### config.mk
export PLATFORM = sky130hd
export DESIGN_NAME = multiplicador_flat
export DESIGN_NICKNAME = d
export VERILOG_FILES = /design/src/rtl/multiplicador_pkg.sv /design/src/rtl/multiplicador_if.sv /design/src/rtl/multiplicador_sumador.sv /design/src/rtl/multiplicador.sv /design/src/flat_wrapper.sv
export SDC_FILE = /design/constraint.sdc
export NUM_CORES = 1
export LEC_CHECK = 0
export CORE_MARGIN = 5
export CORE_UTILIZATION = 49
export DETAILED_ROUTE_END_ITERATION = 7
export PLACE_DENSITY = 0.75
export REMOVE_ABC_BUFFERS = 1
export SYNTH_ARGS = -nofsm -noshare
export SYNTH_HDL_FRONTEND = slang
export SYNTH_SLANG_ARGS = --single-unit
### constraint.sdc
create_clock -name clk -period 1.7 [get_ports clk]
set_clock_uncertainty 0.1 [all_clocks]
set_input_delay 0.17 -clock clk [delete_from_list [all_inputs] [get_ports clk]]
set_output_delay 0.17 -clock clk [all_outputs]
set_load 0.005 [all_outputs]
### src/rtl/multiplicador_pkg.sv
// Shared types and constants for the shift-and-add multiply-accumulate unit.
package multiplicador_pkg;

    // Default operand width; the result is twice this wide.
    localparam int unsigned DefaultWidth = 4;

    // Encoding is shared with the companion divider; 2'd3 is unused and recovers to StIdle.
    typedef enum logic [1:0] {
        StIdle = 2'd0,
        StRun  = 2'd1,
        StDone = 2'd2
    } state_e;

endpackage

### src/rtl/multiplicador_if.sv
// Operand/result bundle between a requester and the multiply-accumulate unit.
interface multiplicador_if
    import multiplicador_pkg::*;
#(
    parameter int unsigned N = DefaultWidth
) ();

    logic           start;
    logic [N-1:0]   Q;
    logic [N-1:0]   D;
    logic [N-1:0]   R;
    logic [2*N-1:0] P;
    logic           busy;
    logic           done;
    logic           valido;

    modport master (
        output start, Q, D, R,
        input  P, busy, done, valido
    );

    modport slave (
        input  start, Q, D, R,
        output P, busy, done, valido
    );

endinterface

### src/rtl/multiplicador_sumador.sv
// Plain combinational adder; the carry-out is dropped because the accumulated
// result Q*D + R always fits in the full width.
module multiplicador_sumador #(
    parameter int unsigned W = 8
) (
    input  logic [W-1:0] a_i,
    input  logic [W-1:0] b_i,
    output logic [W-1:0] sum_o
);

    // Width-preserving add.
    always_comb begin
        sum_o = a_i + b_i;
    end

endmodule

### src/rtl/multiplicador.sv
// Sequential shift-and-add multiply-accumulate: P = Q*D + R, one multiplier bit per cycle.
// Also flags whether (Q, D, R) is a legal division result (D != 0 and R < D).
module multiplicador
    import multiplicador_pkg::*;
#(
    parameter int unsigned N = DefaultWidth
) (
    input  logic              clk,
    input  logic              reset,
    multiplicador_if.slave    bus
);

    localparam int unsigned W    = 2 * N;
    localparam int unsigned CntW = $clog2(N + 1);

    state_e          state_q;
    logic [W-1:0]    acc_q;
    logic [W-1:0]    mcand_q;
    logic [N-1:0]    mplier_q;
    logic [CntW-1:0] cnt_q;
    logic            valid_q;
    logic [W-1:0]    p_q;
    logic            valido_q;
    logic            busy_q;
    logic            done_q;

    logic [W-1:0]    acc_sum;
    logic [W-1:0]    acc_d;

    multiplicador_sumador #(
        .W (W)
    ) u_sumador (
        .a_i   (acc_q),
        .b_i   (mcand_q),
        .sum_o (acc_sum)
    );

    // Add the shifted multiplicand only when the current multiplier bit is set.
    always_comb begin
        acc_d = acc_q;
        if (mplier_q[0]) begin
            acc_d = acc_sum;
        end
    end

    // FSM, datapath registers and registered outputs in one process.
    always_ff @(posedge clk or negedge reset) begin
        if (!reset) begin
            state_q  <= StIdle;
            acc_q    <= '0;
            mcand_q  <= '0;
            mplier_q <= '0;
            cnt_q    <= '0;
            valid_q  <= 1'b0;
            p_q      <= '0;
            valido_q <= 1'b0;
            busy_q   <= 1'b0;
            done_q   <= 1'b0;
        end else begin
            case (state_q)
                StIdle: begin
                    done_q <= 1'b0;
                    if (bus.start) begin
                        acc_q    <= {{N{1'b0}}, bus.R};
                        mcand_q  <= {{N{1'b0}}, bus.D};
                        mplier_q <= bus.Q;
                        cnt_q    <= CntW'(N);
                        valid_q  <= (bus.D != '0) && (bus.R < bus.D);
                        busy_q   <= 1'b1;
                        state_q  <= StRun;
                    end else begin
                        busy_q   <= 1'b0;
                    end
                end
                StRun: begin
                    acc_q    <= acc_d;
                    mcand_q  <= mcand_q << 1;
                    mplier_q <= mplier_q >> 1;
                    cnt_q    <= cnt_q - CntW'(1);
                    busy_q   <= 1'b1;
                    // Last multiplier bit: publish the result and validity together.
                    if (cnt_q == CntW'(1)) begin
                        p_q      <= acc_d;
                        valido_q <= valid_q;
                        done_q   <= 1'b1;
                        state_q  <= StDone;
                    end
                end
                StDone: begin
                    // Start is not sampled here, which enforces one idle cycle between jobs.
                    done_q  <= 1'b0;
                    busy_q  <= 1'b0;
                    state_q <= StIdle;
                end
                default: begin
                    done_q  <= 1'b0;
                    busy_q  <= 1'b0;
                    state_q <= StIdle;
                end
            endcase
        end
    end

    assign bus.P      = p_q;
    assign bus.valido = valido_q;
    assign bus.busy   = busy_q;
    assign bus.done   = done_q;

endmodule

### src/flat_wrapper.sv
// flat-port wrapper written by rule: the top's interface ports become plain ports
module multiplicador_flat import multiplicador_pkg::*;
#(
    parameter int unsigned N = DefaultWidth
)
  (clk, reset, bus_start, bus_Q, bus_D, bus_R, bus_P, bus_busy, bus_done, bus_valido);
  multiplicador_if #(.N(N)) bus_i ();
  input  logic clk;
  input  logic reset;
  input wire logic [$bits(bus_i.start)-1:0] bus_start;
  input wire logic [$bits(bus_i.Q)-1:0] bus_Q;
  input wire logic [$bits(bus_i.D)-1:0] bus_D;
  input wire logic [$bits(bus_i.R)-1:0] bus_R;
  output wire logic [$bits(bus_i.P)-1:0] bus_P;
  output wire logic [$bits(bus_i.busy)-1:0] bus_busy;
  output wire logic [$bits(bus_i.done)-1:0] bus_done;
  output wire logic [$bits(bus_i.valido)-1:0] bus_valido;
  assign bus_i.start = bus_start;
  assign bus_i.Q = bus_Q;
  assign bus_i.D = bus_D;
  assign bus_i.R = bus_R;
  assign bus_P = bus_i.P;
  assign bus_busy = bus_i.busy;
  assign bus_done = bus_i.done;
  assign bus_valido = bus_i.valido;
  multiplicador #(.N(N)) u_core (.clk(clk), .reset(reset), .bus(bus_i));
endmodule
; After elaboration in Yosys (flattened, before gate mapping)
; Index checks and enable logic that the tools add are counted.
; W data, S select, Z words.
[word_totals]
ramBits = 0
memories = 0
rom_bits = 0
out_inout_bits = 11
regBits = 37
latch_bits = 0
word_cells = 41
[classes]
n_lt_le_gt_ge = 1
n_addsub = 2
div = 0
n_eq_ne = 4
shift = 0
bitwise_logic = 0
mul = 0
muxes = 16
n_reduce_logical = 8
[ops]
columns = operator, n
row1 = $pmux W8 S2, 2
row2 = $mux W8, 3
row3 = $add A8 B8 Y8, 1
row4 = $pmux W4 S2, 1
row5 = $reduce_and A2 Y1, 4
row6 = $pmux W3 S2, 1
row7 = $lt A4 B4 Y1, 1
row8 = $mux W2, 2
row9 = $mux W4, 1
row10 = $pmux W2 S2, 1
row11 = $reduce_bool A4 Y1, 1
row12 = $eq A3 B1 Y1 const B, 1
row13 = $mux W1, 3
row14 = $mux W3, 1
row15 = $sub A3 B1 Y3 const B, 1
row16 = $eq A2 B1 Y1 const B, 1
row17 = $logic_not A2 Y1, 1
row18 = $ne A2 B1 Y1 const B, 1
row19 = $ne A2 B2 Y1 const B, 1
row20 = $pmux W1 S2, 1
row21 = $reduce_bool A2 Y1, 1
row22 = $logic_and A1 B1 Y1, 1

; Logic depth before layout (Yosys ltp)
; Gate-level depths: netlist of the first run.
[depth]
ltp_word = 3
ltp_mapped = 9
mapped_depth_nobuf = 9

; Hierarchy
; A second synthesis of the first run with hierarchy kept.
[unflattened]
hier_cells = 203
area_unflattened_um2 = 2073.2
[modules_own_cells]
columns = module, seq_area_each_um2, instances, cells_per_inst, area_each_um2
row1 = multiplicador, 925.9, 1, 161, 1741.7
row2 = multiplicador_sumador, 0.0, 1, 42, 331.6

; Least setup slack after synthesis of the first run
; No wires, ideal clock.
[synth_path]
kind = register -> register
startpoint = register u_core.mcand_q[0]
endpoint = register u_core.p_q[6], in the netlist u_core.bus.P[6]
slack_ps = -226
n_path_buf = 0
arrival_ps = 1761
stages_incl_launch_ff = 10
cell_sequence = dfrtp_1 -> ha_1 -> inv_1 -> fa_1 -> nor2b_4 -> o31a_1 -> o21ai_0 -> nand2b_1 -> mux2_2 -> nand2_1
[synth_via]
elab_chain_len = 2
[synth_rtl]
columns = element, line
row1 = "start, declared", multiplicador.sv:18  ; logic [W-1:0] mcand_q;
row2 = "start signal, assigned", multiplicador.sv:65  ; mcand_q <= {{N{1'b0}}, bus.D};
row3 = "start signal, assigned", multiplicador.sv:77  ; mcand_q <= mcand_q << 1;
row4 = $add A8 B8 Y8, multiplicador_sumador.sv:13  ; sum_o = a_i + b_i;
row5 = $mux W8, multiplicador.sv:41  ; if (mplier_q[0]) begin
row6 = "end signal, assigned", multiplicador.sv:55  ; p_q <= '0;
row7 = "end signal, assigned", multiplicador.sv:83  ; p_q <= acc_d;
row8 = "end, declared", multiplicador.sv:22  ; logic [W-1:0] p_q;
; No other way between the ends.
; A chain may end at the register's enable or synchronous reset.

; Worst setup path in the final report of the first run
[layout_path]
startpoint = register u_core.acc_q[0]
endpoint = register u_core.p_q[6], in the netlist u_core.bus.P[6]
[layout_via]
elab_chain_len = 2
[layout_rtl]
columns = element, line
row1 = "start, declared", multiplicador.sv:17  ; logic [W-1:0] acc_q;
row2 = "start signal, assigned", multiplicador.sv:64  ; acc_q <= {{N{1'b0}}, bus.R};
row3 = $add A8 B8 Y8, multiplicador_sumador.sv:13
row4 = $mux W8, multiplicador.sv:41
; No other way between the ends.

==> metrics.csv, run 1 <==
metric,value,unit
final wirelength,5.07,mm
1st-iter DRT viols,117,
Root Driver,clkbuf_8,
synth unique cells,46,
fmax,494,MHz
unrepaired setup endpoints after global routing,true,
Period minus WS final,2.03,ns
sequential-to-total area share from yosys stat,0.465,
Worst R2R End,u_core.bus.P[6],
clk sinks,37,
CORE AREA,3970,µm²
worst skew pair latency,0.29,ns
CTS tree,built,
die height,73.7,µm
CP top delay family,adder cells,
Tcrit/Tclk final,1.19,
vias per cell,5.45,
average instance area after synthesis,9.90,µm²
vias,1761,
Pleak,1.32,nW
Hold Crit Class,primary input to asynchronous set/reset pin,
total track usage,0.192,
"Max FO, Critical Path",2,
Worst Path Buf+Inv,1,
Post-synth EDFFs,0,
Pins Over Slew Limit,0,
Worst Setup SP,u_core.acc_q[0],
final setup margin,-0.326,ns
Place WS,-0.290,ns
crit path to,u_core.bus.P[6],
status,"finished, violations left",
antenna violations before repair,0,
critical path type,flip-flop to flip-flop,
Final Hold Viols,0,
ys async rst share,1.00,
Synth Cell Area,1990,µm²
critical-path cell list,ha_2 -> inv_2 -> fa_2 -> nor2b_4 -> o31a_1 -> o21ai_1 -> nand2b_1 -> mux2_4 -> nand2_2,
"FF+latch count, synth",37,
FF-to-FF setup slack,-0.33,ns
pwr dens,2060,nW/µm²
Placed Area,2590,µm²
final setup vio count,13,
post-synth top area cell,dfrtp_1,
Worst EP required,1.83,ns
"Design Area, Final",2930,µm²
layout cells sized above 1,0.333,
"slowest stage delay, CP",0.38,ns
Worst-path clk slew,0.08,ns
Final #Nets,300,
gp weighted congestion,0.860,
hold slack,0.239,ns
Critical Path Slowest Stage Cell,dfrtp_1,
VDD IR max,1210,µV
Num CTS Buffers,5,
detailed placer's ending HPWL,3.28,mm
routed length per instance,15.7,µm
clk buf depth,2,
vias in the first global route,1670,
# DRC,0,
Ports,26,
R2R depth,9,
grt ovf,0,
Layout area overhead,47.1,%
Detail Route Antenna Nets,0,
Setup crit start kind,flip-flop,
H-Tree Depth,2,
Die ar.,5440,µm²
MaxCap Viol Count,0,
Slew @ Worst Pin,0.439,ns
row cnt,23,
die width,73.7,µm
first-pass GRT wire length,7.89,mm
Critical Path AT,2.15,ns
area share of the leading cell type in the synthesized netlist,0.465,
router iterations before antenna repair,5,
Slew headroom,0.707,
Mapped Cells,201,
input/output buffers,25,
CP Capture Type,flip-flop,
Initial Util,0.501,
ys flop type,dfrtp_1,
synth top area cells,"dfrtp_1 47%, ha_1 7.5%, a21oi_1 4.5%",
ant diodes,0,
largest net degree at the start of global routing,22,
failing checks,setup timing,
R2R Path Start,u_core.acc_q[0],
Levels on crit path,9,
yosys warns,0,
[how the worst min path moves through the flow]
stage	from	endpoint	slack, ns	cells after the start
3_3_place_gp	reset	u_core.bus.busy	0.03	1
2_1_floorplan	reset	u_core.acc_q[0]	-0.23	0
6_report	reset	u_core.bus.busy	0.24	2
5_1_grt	reset	u_core.bus.busy	0.27	2
4_1_cts	reset	u_core.bus.busy	0.25	2
3_5_place_dp	reset	u_core.bus.busy	0.03	1
[cell families after synthesis]
group,count (synthesis),share of synthesized area
AO/OA/AOI/OAI,61,0.194
AND/OR/NAND/NOR,56,0.144
flip-flops,37,0.465
buffers and inverters,23,0.0572
adder cells (fa/ha/maj),13,0.0855
multiplexers,7,0.0371
XOR/XNOR,4,0.0176
[layout by cell type (no fill, tap or decap), drive strengths merged, types with 2 or more instances in the layout]
cell,count
a21oi,18
clkbuf,6
o22ai,3
o211ai,2
nand2,14
dfrtp,37
nand2b,3
nor2,16
a22oi,4
buf,49
nor2b,9
a22o,6
ha,12
o21a,2
mux2,3
clkdlybuf4s50,24
xor2,3
mux2i,4
o21ai,16
inv,12
nand3,4
a31oi,3
o22a,2
[metrics by stage]
| stage | util | TNS [ns] | std cells | power [mW] |
|---|---|---|---|---|
| after detailed placement | 0.652 | -2.49 | 310 | 4.49 |
| final | 0.737 | -2.27 | 323 | 6.03 |
| after global routing | 0.737 | -3.41 | 323 | 6.42 |
| after global placement | 0.652 | -1.93 | 310 | 4.42 |
| after CTS | 0.708 | -1.60 | 320 | 5.57 |
| after floorplan | - | -1.99 | 191 | 3.04 |
[registers in the layout (all words and copies together) (netlist names)]
name	flops
u_core.mplier_q	4
u_core.cnt_q	3
u_core.bus.busy	1
u_core.state_q	2
u_core.valid_q	1
u_core.mcand_q	8
u_core.bus.P	8
u_core.acc_q	8
u_core.bus.valido	1
u_core.bus.done	1
[Yosys cell counts (all sizes together), types with 2 or more instances]
cell type / count
o22a: 2
o22ai: 3
nand2: 14
mux2i: 4
o21a: 2
nand3: 4
nor2b: 9
a21oi: 18
a22o: 6
mux2: 3
buf: 8
a31oi: 3
nand2b: 3
xor2: 3
dfrtp: 37
nor2: 16
o211ai: 2
inv: 12
ha: 12
o21ai: 16
a22oi: 4
clkbuf: 2
[report_power, final]
| part | total, mW | internal [mW] | switching [mW] |
|---|---|---|---|
| registers | 1.59 | 1.29 | 0.298 |
| clock network | 0.808 | 0.477 | 0.330 |
| logic | 3.64 | 1.97 | 1.67 |
[cell type report]
type | instances | area [µm²]
multi-input cells | 141 | 1120
fillers | 280 | 1040
flip-flops and latches | 37 | 926
repair buffers | 74 | 644
clock buffers | 6 | 82.6
well taps | 50 | 62.6
inverters | 13 | 50.0
clock inverters | 2 | 37.5
[worst reg2reg max path: stages (launching register included)]
cell and delay (ns):
dfrtp_1 0.38, ha_2 0.20, inv_2 0.04, fa_2 0.36
nor2b_4 0.13, o31a_1 0.16, o21ai_1 0.08, nand2b_1 0.14
mux2_4 0.32, nand2_2 0.06
[layer usage]
| metal | GRT usage | share of wire | wire, µm | up-vias |
|---|---|---|---|---|
| met5 | 0 | 0 | 0 | - |
| li1 | - | - | - | 847 |
| met3 | 0.0342 | 0.042 | 214 | 6 |
| met2 | 0.324 | 0.51 | 2580 | 33 |
| met1 | 0.247 | 0.44 | 2240 | 875 |
| met4 | 0.0624 | 0.0085 | 43 | 0 |
[repair_timing]
action	4_1_cts	5_1_grt
hold buffers	1	0
pin swaps	17	12
endpoints found under the setup margin	14	14
gates resized for setup	19	18
endpoints found under the hold margin	16	0
setup buffers	1	3
No activity file was read; power rests on OpenSTA's default activity.
==> run 2, diff against run 1 <==
Settings changed: CORE_MARGIN 5 to 2.
==> run 2 against run 1 <==
The run still ends with setup timing left. Hold slack better by 0.11 ns. Sequential share of layout area up 1.4 points. Setup slack better by 0.090 ns. Core utilization down 2.6 points. Wire length is 7.0% lower. Largest cell class unchanged. Largest power group unchanged. Highest routed layer unchanged.
==> metrics.csv, run 2 (synthesized netlist as in run 1, its figures left out) <==
metric,value,unit
Worst-path clk slew,0.07,ns
Die ar.,4590,µm²
Critical Path AT,2.02,ns
Placed Area,2520,µm²
Critical Path Slowest Stage Cell,dfrtp_1,
detailed placer's ending HPWL,3.12,mm
Pins Over Slew Limit,0,
Sw Ratio,0.387,
pwr dens,1970,nW/µm²
"Design Area, Final",2810,µm²
Pint,3.38,mW
"slowest stage delay, CP",0.38,ns
largest net degree at the start of global routing,38,
gp weighted congestion,0.842,
Period minus WS final,1.94,ns
hold slack,0.345,ns
grt ovf,0,
ant diodes,0,
"Power, Total",5.52,mW
vias in the first global route,1682,
clk buf depth,2,
Initial Util,0.505,
Finished Layout Cells,315,
die width,67.7,µm
Post-Place Cells,303,
Worst EP required,1.78,ns
1st-iter DRT viols,80,
most frequent cells in the layout,"40 x buf_4, 37 x dfrtp_1, 24 x clkdlybuf4s50_1",
Setup TNS,-1.53,ns
clk sinks,37,
router iterations before antenna repair,4,
Ports,26,
R2R depth,10,
Hold Crit Class,primary input to asynchronous set/reset pin,
Net Switching,2.14,mW
worst skew pair latency,0.29,ns
clock network fraction of design power,0.113,
input/output buffers,25,
routed length per instance,15.0,µm
Worst Setup SP,u_core.mcand_q[0],
Final Hold Viols,0,
die height,67.7,µm
Pleak,1.27,nW
Layout area overhead,40.9,%
crit path to,u_core.acc_q[6],
Worst R2R End,u_core.acc_q[6],
Final #Nets,293,
total track usage,0.235,
critical-path cell list,ha_2 -> inv_2 -> fa_2 -> nor2b_4 -> o31a_1 -> o21ai_1 -> nand2b_1 -> buf_4 -> xnor2_2 -> o21ai_1,
vias,1742,
antenna violations before repair,0,
final wirelength,4.72,mm
Detail Route Antenna Nets,0,
CP Capture Type,flip-flop,
Finished Core Util,0.712,
status,"finished, violations left",
critical path type,flip-flop to flip-flop,
R2R Path Start,u_core.mcand_q[0],
global-route layer with the greatest usage,met2,
CTS tree,built,
Reg power frac,0.289,
H-Tree Depth,2,
row cnt,23,
final setup margin,-0.235,ns
Worst Path Buf+Inv,2,
final setup vio count,11,
Setup crit start kind,flip-flop,
Levels on crit path,10,
Slew headroom,0.691,
fmax,517,MHz
combinational share of power,0.598,
unrepaired setup endpoints after global routing,true,
CORE AREA,3940,µm²
CP top delay family,compound AO/OA/AOI/OAI gates,
Tcrit/Tclk final,1.14,
grt met1 use,0.285,
first-pass GRT wire length,7.78,mm
VDD IR max,1090,µV
Place WS,-0.293,ns
Slew @ Worst Pin,0.464,ns
FF-to-FF setup slack,-0.24,ns
Root Driver,clkbuf_8,
met2 Resource Use GR,0.390,
vias per cell,5.53,
MaxCap Viol Count,0,
"Max FO, Critical Path",2,
met3 Track Usage GR,0.0667,
# DRC,0,
layout cells sized above 1,0.309,
"commonest non-fill, non-tap cell in the layout",buf_4,
failing checks,setup timing,
Num CTS Buffers,5,
Most common cell on crit path,o21ai_1,
-- run 2: cell type report --
class / instances / area, µm²
clock buffer: 7 / 86.3
fill: 282 / 1140
inverter: 13 / 50.0
multi-input combinational: 141 / 1100
sequential: 37 / 926
tap: 50 / 62.6
timing repair buffer: 67 / 576
-- run 2: tightest hold or removal path: stages --
cell and delay, ns:
dlygate4sd3_1 0.52, buf_2 0.09, buf_4 0.40
-- run 2: layer usage --
metal | vias up | part of all wire
met5 | - | 0
met4 | 0 | 0.022
met3 | 12 | 0.047
met2 | 42 | 0.50
met1 | 847 | 0.43
li1 | 841 | -
-- run 2: power groups by stage --
stage               Clock (mW)  Combinational [mW]  Sequential, mW
global placement             0                2.74            1.54
detailed placement           0                2.81            1.55
global route             0.670                3.65            1.65
finish                   0.626                3.30            1.59
floorplan                    0                1.46            1.57
CTS                      0.627                3.13            1.59
-- run 2: worst min path at each step --
stage           from         endpoint  slack, ns
6_report       reset  u_core.bus.P[4]       0.35
5_1_grt        reset  u_core.bus.P[1]       0.39
4_1_cts        reset  u_core.bus.P[4]       0.36
3_5_place_dp   reset  u_core.bus.P[1]       0.14
3_3_place_gp   reset  u_core.acc_q[1]       0.14
2_1_floorplan  reset  u_core.acc_q[0]      -0.23
-- run 2: what timing repair did --
action	4_1_cts	5_1_grt
buffers inserted	4	2
resized for setup	19	13
hold endpoints to repair	37	0
setup endpoints to repair	12	14
hold buffers	1	0
pin swaps	10	4
==> variant 1, RTL diff (config.mk and constraints of run 1) <==
Change the package constant `DefaultWidth` from 4 to 8.
--- a/src/rtl/multiplicador_pkg.sv
+++ b/src/rtl/multiplicador_pkg.sv
@@ -2,7 +2,7 @@
 package multiplicador_pkg;
 
     // Default operand width; the result is twice this wide.
-    localparam int unsigned DefaultWidth = 4;
+    localparam int unsigned DefaultWidth = 8;
 
     // Encoding is shared with the companion divider; 2'd3 is unused and recovers to StIdle.
     typedef enum logic [1:0] {
Interface: changed (resized bus_D, bus_P, bus_Q and bus_R); port bits go from 26 to 46. No check against the original RTL was run, so the function may have changed too.
==> variant 1 against run 1 <==
- the flow still finishes with violations (negative setup slack)
- fmax decreased by 18%
- routed wire length increased by 110%
- synthesized area increased by 88%
- clock power increased by 89%
- design area increased by 89%
- setup slack got worse by 0.45 ns
- core utilization decreased by 1.0 points
- first-iteration DRC count increased by 75%
- power increased by 110%
- sequential cell count increased by 29
- count of clock-buffer cells in the layout increased by 6
- largest cell class unchanged
==> variant 1: results (changes against run 1) <==
.. list-table::
   :header-rows: 1

   * - Metric
     - Value
   * - Placed Cells incl. Taps
     - 639 (+110%)
   * - Global-route wire length before repair
     - 17200 microns (+120%)
   * - Clock transition at the register clock pins on the worst setup and hold paths after CTS
     - 0.07 ns
   * - Total negative slack for setup checks
     - -16.58 ns (-14.32 ns)
   * - Library cells used by synthesis
     - 57 (+24%)
   * - Inserted Clock Buffers
     - 9 (+4)
   * - Placed instance area
     - 0.00503 sq mm (+94%)
   * - Critical-path cell with the highest stage delay
     - dfrtp_1
   * - Switching power of the nets
     - 5.25 mW (+130%)
   * - Maximum vdd ir drop
     - 0.937 mV (-23%)
   * - First DRT Iteration DRCs
     - 205 (+75%)
   * - Final core occ
     - 72.7% (-1.0 points)
   * - Maximum number of pins on one net before global-route repair
     - 67 (+200%)
   * - Final setup margin
     - -0.780 ns (-0.454 ns)
   * - H-tree level count
     - 3 (+1)
   * - Fin Hold WS
     - 0.267 ns (+0.0273 ns)
   * - Post-layout instance count excluding filler cells
     - 663 (+110%)
   * - Total number of vias
     - 3639 (+110%)
   * - Result of the run
     - finished with violations
   * - Post-cts repair resize count
     - 30 (+11)
   * - Reg power frac
     - 22.5% (-3.8 points)
   * - Layout cell share with drive strength beyond 1
     - 28.7% (-4.6 points)
   * - Setup violation total in the final timing report
     - 28 (+15)
   * - Leading post-synthesis cells by instance count
     - 66 x dfrtp_1, 61 x nand2_1, 38 x nor2_1
   * - Leading cell types by total area after synthesis
     - dfrtp_1 44%, ha_1 8.0%, nand2_1 6.1%
   * - Peak per-stage delay on the critical path
     - 0.43 ns (+0.05 ns)
   * - Final net count
     - 608 (+100%)
   * - Input/output buffers
     - 45 (+80%)
   * - Post-CTS setup buffer count
     - 5 (+4)
   * - Source-to-sink clock delay at the later pin of the worst-skew pair
     - 0.35 ns (+0.06 ns)
   * - Violated checks
     - negative setup slack
   * - Worst reg-to-reg path cell count
     - 8 (-1)
   * - Fillcell total
     - 547 (+95%)
   * - Worst-case headroom to the max-slew limit
     - 69.7% (-0.97 points)
   * - Sequential share of the synthesized area
     - 44.0% (-2.5 points)
   * - Final WL
     - 10700 microns (+110%)
   * - Average size of a mapped cell
     - 9.17 sq um (-7.4%)
   * - Leakage power
     - 2.60 nW (+97%)
   * - Total Die Area
     - 0.00951 sq mm (+75%)
   * - Worst reg2reg path endpoint
     - u_core.bus.P[14]$_DFFE_PN0P_
   * - Top Family by Delay on Critical Path
     - compound AO/OA/AOI/OAI gates
   * - First drt pass iteration count
     - 4 (-1)
   * - Power Clock
     - 1.53 mW (+89%)
   * - Power density normalized to cell area
     - 2300 mW/mm^2 (+12%)
   * - FF-to-FF Start
     - u_core.mcand_q[0]$_DFFE_PN0P_
   * - CP Data Arrival Time
     - 2.61 ns (+0.46 ns)
   * - Final weighted congestion of routability-driven global placement
     - 0.907 (+5.5%)
   * - DP Worst Slack
     - -0.956 ns (-0.666 ns)
   * - Number of antenna violations at the first check in global routing
     - 0 (unchanged)
   * - GRT Util Overall
     - 22.2% (+3.1 points)
   * - Detail Placement HPWL
     - 7360 microns (+120%)
variant 1: metal layers:
layer | share of wire [%] | wire length (microns) | vias to the layer above | GRT usage [%]
met5 | 0 | 0 | - | 0
met4 | 2.1 | 222 | 0 | 6.92
met3 | 4.8 | 511 | 24 | 3.88
met2 | 50 | 5320 | 106 | 37.4
met1 | 44 | 4670 | 1733 | 29.1
li1 | - | - | 1776 | -
variant 1: cells by family after synthesis:
| kind of cell | share of synthesized area, % |
|---|---|
| compound gates | 24.1 |
| xor+xnor | 2.33 |
| fa+ha+maj | 8.54 |
| buf+inv | 3.40 |
| flops | 44.0 |
| mux | 1.87 |
| simple gates | 15.7 |
variant 1: area by class of cell:
type                            count  share of cell area (%)
Clock buffer                       12                    2.81
Clock inverter                      4                    1.33
Inverter                           16                    1.09
Multi-Input combinational cell    310                    39.2
Sequential cell                    66                    29.9
Tap cell                          102                    2.31
Timing Repair Buffer              153                    23.3
variant 1: worst max-delay path by stage:
stage,endpoint,cells after the start,startpoint
after floorplan,u_core.bus.P[14]$_DFFE_PN0P_,8,u_core.mcand_q[0]$_DFFE_PN0P_
after global placement,u_core.bus.P[14]$_DFFE_PN0P_,8,u_core.mcand_q[0]$_DFFE_PN0P_
after detailed placement,u_core.bus.P[14]$_DFFE_PN0P_,8,u_core.mcand_q[0]$_DFFE_PN0P_
after CTS,u_core.bus.P[14]$_DFFE_PN0P_,8,u_core.mcand_q[0]$_DFFE_PN0P_
after global routing,u_core.bus.P[14]$_DFFE_PN0P_,8,u_core.acc_q[0]$_DFFE_PN0P_
final,u_core.bus.P[14]$_DFFE_PN0P_,8,u_core.mcand_q[0]$_DFFE_PN0P_
variant 1: worst min-delay path: cells and delay by family:
| kind | cells | cell delay (ns) |
|---|---|---|
| buffers and inverters | 3 | 0.95 |
==> variant 2, RTL diff (flow settings as in run 1) <==
Without the edit above. Make the reset (`reset`) synchronous in one clocked block.
--- a/src/rtl/multiplicador.sv
+++ b/src/rtl/multiplicador.sv
@@ -44,7 +44,7 @@
     end
 
     // FSM, datapath registers and registered outputs in one process.
-    always_ff @(posedge clk or negedge reset) begin
+    always_ff @(posedge clk) begin
         if (!reset) begin
             state_q  <= StIdle;
             acc_q    <= '0;
Check against the original RTL: differs if reset is asserted again (counterexample within 4 cycles, from zero or initial values and one cycle with reset low); with reset held inactive, the same outputs for 10 cycles.
==> variant 2 against run 1 <==
- the run still ends with negative setup slack left
- setup slack improved by 0.25 ns
- first-iteration DRC count decreased by 13%
- via count increased by 4.8%
- routed wire length about the same
- synthesized cell count increased by 14%
- synthesized area decreased by 4.3%
- design area decreased by 9.9%
- sequential cell count unchanged
- critical endpoint is now u_core.bus.P[5]$_SDFFE_PN0P_
Power is not compared: it rests on default switching activity, and its combinational part moved more than twofold at a synthesized area within 25%.
==> variant 2: results (changes against run 1) <==
.. list-table::
   :header-rows: 1

   * - Metric
     - Value
   * - Result of the run
     - finished with violations
   * - Violated checks
     - negative setup slack
   * - CP Data Arrival Time
     - 1.91 ns (-0.24 ns)
   * - Post-CTS setup buffer count
     - 0 (-1)
   * - Area fraction in compound gates after synthesis
     - 23.6% (+4.3 points)
   * - Final setup margin
     - -0.0790 ns (+0.247 ns)
   * - Post-cts repair resize count
     - 18 (-1)
   * - Met2 Routed Length
     - 2570 microns (-0.47%)
   * - Grt met3 use
     - 4.71% (+1.3 points)
   * - Top_reg_cell synth
     - dfxtp_1
   * - Worst-case headroom to the max-slew limit
     - 75.0% (+4.3 points)
   * - Post-layout instance count excluding filler cells
     - 332 (+2.8%)
   * - GRT Util Overall
     - 19.9% (+0.71 points)
   * - Maximum number of pins on one net before global-route repair
     - 16 (-27%)
   * - Sequential share of the synthesized area
     - 38.9% (-7.6 points)
   * - Average size of a mapped cell
     - 8.29 sq um (-16%)
   * - Final weighted congestion of routability-driven global placement
     - 0.875 (+1.8%)
   * - First drt pass iteration count
     - 6 (+1)
   * - Leading cell types by total area after synthesis
     - dfxtp_1 39%, ha_1 7.9%, nor2_1 6.5%
   * - Post-Synth Adder-Cell Area
     - 8.93% (+0.38 points)
   * - Final-layout clock buffer total
     - 7 (+1)
   * - Clock network contribution to total cell area
     - 3.27% (-0.83 points)
   * - Leading post-synthesis cells by instance count
     - 37 x dfxtp_1, 33 x nor2_1, 26 x nand2_1
   * - Global-route wire length before repair
     - 8140 microns (+3.2%)
   * - Nonclk buf count
     - 58 (-22%)
   * - Post-synth ARST share
     - 0% (-100 points)
   * - Peak fanout along the critical path
     - 3 (+1)
   * - Comb_multi_in
     - 169 (+20%)
   * - Total number of vias
     - 1846 (+4.8%)
   * - Total negative slack for setup checks
     - -0.416 ns (+1.85 ns)
   * - Register fraction of the total cell area
     - 28.3% (-3.4 points)
   * - Critical-path cell with the highest stage delay
     - dfxtp_2
   * - Post-synthesis instance area
     - 0.00191 sq mm (-4.3%)
   * - Top Family by Delay on Critical Path
     - compound AO/OA/AOI/OAI gates
   * - Setup violation total in the final timing report
     - 8 (-5)
-- variant 2: changes by cell type in the layout (fill, tap and decap cells not counted), moves of 4 or more --
cell      change
dfrtp_1      -37
a311oi_1      +6
nand2b_1      +4
nor2_1       +17
nand2_1      +16
buf_4        -14
dfxtp_1      +33
dfxtp_2       +4
a22o_1        -4
-- variant 2: final timing paths --
| path | startpoint | end | slack [ns] | cells past startpoint |
|---|---|---|---|---|
| worst max-delay path | u_core.acc_q[1]$_SDFFE_PN0P_ | u_core.bus.P[5]$_SDFFE_PN0P_ | -0.08 | 7 |
| worst min-delay path | u_core.bus.P[1]$_SDFFE_PN0P_ | u_core.bus.P[1]$_SDFFE_PN0P_ | 0.35 | 2 |
| worst max register to register | u_core.acc_q[1]$_SDFFE_PN0P_ | u_core.bus.P[5]$_SDFFE_PN0P_ | -0.08 | 7 |
| worst min register to register | u_core.bus.P[1]$_SDFFE_PN0P_ | u_core.bus.P[1]$_SDFFE_PN0P_ | 0.35 | 2 |
